File: src/rtl/mod3.sv
// Debounced push-button press counter, modulo 3.
// btn is synchronized, debounced, rising-edge detected, and counted 0->1->2->0.
module mod3 #(
  parameter int SYNC_STAGES     = 2,
  parameter int DEBOUNCE_CYCLES = 2
) (
  input  logic       clk,
  input  logic       rst,
  input  logic       btn,
  input  logic       set,
  output logic [1:0] count
);

  localparam int CW = (DEBOUNCE_CYCLES < 2) ? 1 : $clog2(DEBOUNCE_CYCLES);
  localparam logic [CW-1:0] DB_LAST = CW'(DEBOUNCE_CYCLES - 1);

  logic [SYNC_STAGES-1:0] sync_q;
  logic                   synced;
  logic                   acc;
  logic                   acc_q;
  logic [CW-1:0]          db_cnt;
  logic                   press;

  always_ff @(posedge clk or negedge rst) begin
    if (!rst) sync_q <= '0;
    else      sync_q <= {sync_q[SYNC_STAGES-2:0], btn};
  end

  assign synced = sync_q[SYNC_STAGES-1];

  // db_cnt counts edges the synced level has disagreed with acc, minus one.
  always_ff @(posedge clk or negedge rst) begin
    if (!rst) begin
      acc    <= 1'b0;
      db_cnt <= '0;
    end else if (synced == acc) begin
      db_cnt <= '0;
    end else if (db_cnt == DB_LAST) begin
      acc    <= synced;
      db_cnt <= '0;
    end else begin
      db_cnt <= db_cnt + CW'(1);
    end
  end

  always_ff @(posedge clk or negedge rst) begin
    if (!rst) acc_q <= 1'b0;
    else      acc_q <= acc;
  end

  assign press = acc & ~acc_q;

  always_ff @(posedge clk or negedge rst) begin
    if (!rst)                     count <= 2'd0;
    else if (count == 2'd3 | set) count <= 2'd0;
    else if (press)               count <= (count == 2'd2) ? 2'd0 : count + 2'd1;
  end

endmodule

File: config.mk
export PLATFORM = sky130hd
export DESIGN_NAME = mod3
export DESIGN_NICKNAME = d
export VERILOG_FILES = /design/src/rtl/mod3.sv
export SDC_FILE = /design/constraint.sdc
export NUM_CORES = 1
export LEC_CHECK = 0
export CAP_MARGIN = 20
export CORE_AREA = 4 4 41 43
export CTS_CLUSTER_SIZE = 25
export DETAILED_ROUTE_END_ITERATION = 8
export DIE_AREA = 0 0 45 47
export GPL_TIMING_DRIVEN = 0
export PLACE_DENSITY = 0.46
export REMOVE_ABC_BUFFERS = 1
export SLEW_MARGIN = 20
export SYNTH_ARGS = -nofsm -noshare
export SYNTH_HDL_FRONTEND = slang
export SYNTH_SLANG_ARGS = --single-unit
File: constraint.sdc
create_clock -name clk -period 3.5 [get_ports clk]
set_clock_uncertainty 0.15 [all_clocks]
set_input_delay 1.05 -clock clk [delete_from_list [all_inputs] [get_ports clk]]
set_output_delay 1.05 -clock clk [all_outputs]
set_load 0.005 [all_outputs]
# Yosys cells after proc, flatten, opt, wreduce, memory -nomap -nowiden
# Cells that the tools add are included.
# word_totals
reg_bits	7
out_inout_bits	2
elab_cells	21
inputBits	4
# classes
n_eq_ne	3
reduce_logical	2
n_addsub	2
muxes	5
bitwise	4
# op_table
operator	count
$mux W2	3
$eq A2 B2 Y1 const B	2
$add A2 B1 Y2 const B	1
$mux W1	2
$not A1 Y1	2
$reduce_and A2 Y1	1
$reduce_bool A2 Y1	1
$add A1 B1 Y1 const B	1
$and A1 B1 Y1	1
$eq A1 B1 Y1	1
$or A1 B1 Y1	1

# Depth between registers and ports, before layout
# logic_depth
word_depth	4
depth_mapped	3
ltp_nobuf	3

# Worst setup path before layout
# No wires, ideal clock.
# synth_path
path_type	flip-flop to output port
startpoint	register count[0]
endpoint	output port count[0]
arrival_ns	0.388
t_required_ns	2.300
n_path_buf	0
path_stages_with_launch	1
slack_ns	1.912
cell_sequence	dfrtp_1
# synth_rtl
element	line	rtl
start, declared	11	output logic [1:0] count
start signal, assigned	56	else if (press) count <= (count == 2'd2) ? 2'd0 : count + 2'd1;
# No word-level cell between the ends.

# Final worst setup path
# layout_path
startpoint	register count[0]
endpoint	output port count[0]
# No word-level cell between the ends.

==> impl_metrics.ini <==
[pwr]
finalPower_w = 0.0002699
vdd.ir_drop.worst_mv = 0.2884
pwr_density_cell_nw_per_um2 = 787.4
comb_power_share = 0.254
internal_power_w = 0.0001959
static-leakage-power_nw = 0.1416
clock_power_share = 0.266
switching_power_total_w = 0.00007399
power.switching_fraction = 0.2741
power.share.sequential = 0.480

[timing]
fin_crit_ns = 2.355
setup_viol = 0
hold_ws_ns = 0.1881
max_slew_margin = 0.7986
highest_attainable_clock_frequency_mhz = 424.7
rsz0062_at_grt = false
fin_tns_setup_ns = 0
hold_violations = 0
finalMaxSlewViolations = 0
fin_crit_sh = 0.6727
worst_slew_pin_slew_ns = 0.3011

[critical_path]
critPathMaxStageDelay_ns = 0.52
cp.buffers_inverters = 1
worstPathRequired_ns = 2.30
critPathMaxFanout = 4
end_kind = output pin
crit_path_top_delay_cell = sky130_fd_sc_hd__clkdlybuf4s50_1
setup.worst_path.start_class = register
ff2ff_setup_slack_ns = 2.23
critical-path-top-delay-family = buffers and inverters
critical_path.cell_chain = clkdlybuf4s50_1
crit_arrival_ns = 1.15
crit_type = register to output pin

[placement]
dp_cells = 36
io_buffers = 5
detailed_place_hpwl_um = 290.1
placement.cell_area_sq_um = 316.6
globalplace.congestion = 0.6929

[global_routing]
antenna_violations_before_repair = 0
globalRoute.totalOverflow = 0
maximum_number_of_pins_on_one_net_before_global_route_repair = 8
grtUsageTotal = 0.04785
number_of_global_route_vias_before_repair = 158
global_route_wire_length_before_repair_um = 641

[drt]
route.vias.total = 148
detail_route.iter0.violations = 2
route.final.wire_length_um = 389
detail_routed_via_count_per_cell = 3.700
postRouteAntennaNets = 0
detail_route.wl_per_cell_um = 9.725
number_of_detailed_route_iterations_in_the_first_pass = 2
drcViolationCount = 0

[synth]
syn_avg_cell_area_sq_um = 15.48
synth_commonest_cells = sky130_fd_sc_hd__dfrtp_1, sky130_fd_sc_hd__xnor2_1
synth-async-reset-ratio = 1.000
yosys-top-cells-area = sky130_fd_sc_hd__dfrtp_1, sky130_fd_sc_hd__xnor2_1, sky130_fd_sc_hd__nor2b_4, sky130_fd_sc_hd__mux2_1, sky130_fd_sc_hd__or3b_1
total_of_flip_flops_plus_latches_after_synthesis = 7
synth.top_cell.area_share = 0.7071
synth.distinct_cells = 9
yosys.cell_count.top_type = sky130_fd_sc_hd__dfrtp_1
synth.largest_area_cell = sky130_fd_sc_hd__dfrtp_1
post_synth_instance_area_sq_um = 247.7
syn_inst = 16
ys_dominant_reg_cell = sky130_fd_sc_hd__dfrtp_1
synth_warnings = 0
yosysSeqAreaShare = 0.7071
synth-edff-count = 0

[floorplanning]
core_sq_um = 1301
start_util = 0.1904
die-height_um = 47
rows = 13
dieArea_sq_um = 2115
floorplan.io_pins = 6
die_x_um = 45

[finish]
postLayoutCellArea_sq_um = 342.8
filler_cell_count = 138
layout.cells.non_filler = 40
synthToLayoutAreaGrowth_pct = 38.38
final_layout_size_suffix_gt1_frac = 0.1600
finalNetCount = 30
antennaDiodeCount = 0

[clock_network]
clkSlewWorstSetupHoldPaths_ns = 0.05
clockRootBuffer = sky130_fd_sc_hd__clkbuf_4
number_of_sinks_on_the_clock_net = 7
cts-buffers-inserted = 3
count_of_h_tree_levels_built_during_cts = 1
tritoncts = yes
clkLatencyLatePin_ns = 0.25
postCtsHoldBufs = 0
post_cts_buffers = 0
cts.path.max_buffers = 2
cts_repair_resize_count = 0

[job]
max_cap_violations = 0

[status]
outcome = finished clean

[hold_path]
worstHoldPathType = register to register
## power by group through the flow
stage	Sequential, W	Combinational, W	Clock, W
final	0.000130	0.0000685	0.0000719
after global routing	0.000133	0.0000721	0.0000815
after CTS	0.000130	0.0000699	0.0000767
after detailed placement	0.000131	0.0000694	0
after global placement	0.000130	0.0000660	0
after floorplan	0.000128	0.0000420	0
## placed cells by master, fill, tap and decap left out
| cell | synthesis | routed |
|---|---|---|
| sky130_fd_sc_hd__xnor2_1 | 2 | 2 |
| sky130_fd_sc_hd__a21oi_1 | 1 | 1 |
| sky130_fd_sc_hd__nor2b_4 | 1 | 1 |
| sky130_fd_sc_hd__dfrtp_1 | 7 | 7 |
| sky130_fd_sc_hd__nor2_1 | 1 | 1 |
| sky130_fd_sc_hd__clkdlybuf4s50_1 | 0 | 5 |
| sky130_fd_sc_hd__clkbuf_1 | 0 | 1 |
| sky130_fd_sc_hd__nor3_1 | 1 | 1 |
| sky130_fd_sc_hd__clkbuf_4 | 0 | 3 |
| sky130_fd_sc_hd__nand3b_1 | 1 | 1 |
| sky130_fd_sc_hd__or3b_1 | 1 | 1 |
| sky130_fd_sc_hd__mux2_1 | 1 | 1 |
## metrics by stage
stage,utilization,worst slack [ns]
floorplan,-,1.912
global placement,0.2433,1.408
detailed placement,0.2433,1.401
CTS,0.2635,1.127
global route,0.2635,1.103
finish,0.2635,1.145
## final timing paths
check / cells past startpoint / endpoint / start
max: 1 / count[0] / count[0]
max reg2reg: 3 / count[1] / acc
max in group asynchronous: 1 / db_cnt / rst
min: 0 / sync_q[1] / sync_q[0]
min in group asynchronous: 1 / count[1] / rst
min reg2reg: 0 / sync_q[1] / sync_q[0]
## worst register-to-register path, stage by stage (launching register included)
cell and delay, ns:
sky130_fd_sc_hd__dfrtp_1 0.41, sky130_fd_sc_hd__nor2b_4 0.15, sky130_fd_sc_hd__or3b_1 0.34, sky130_fd_sc_hd__a21oi_1 0.14
## registers in the layout, summed over array words and instances (netlist names)
name / flops
acc: 1
db_cnt: 1
acc_q: 1
count: 2
sync_q: 2
## area by class of cell
| type | count | area [sq um] | area share |
|---|---|---|---|
| multi-input cells | 9 | 72.57 | 0.2117 |
| repair buffers | 5 | 50.05 | 0.1460 |
| well taps | 15 | 18.77 | 0.05474 |
| flip-flops and latches | 7 | 175.2 | 0.5109 |
| clock buffers | 4 | 26.28 | 0.07664 |
## metal layers
layer / GRT usage / share of wire
met1: 0.04673 / 0.41
met5: 0 / 0
met4: 0.05263 / 0
met2: 0.06215 / 0.54
met3: 0.03448 / 0.041
## kinds of logic (layout without fill, tap and decap cells)
family,Yosys count,after routing,synth area share
AND/OR/NAND/NOR,5,5,0.1565
multiplexers,1,1,0.04545
XOR/XNOR,2,2,0.07072
AO/OA/AOI/OAI,1,1,0.02018
flip-flops,7,7,0.7071
buffers and inverters,0,9,0
Power figures use the tool's default switching activity.
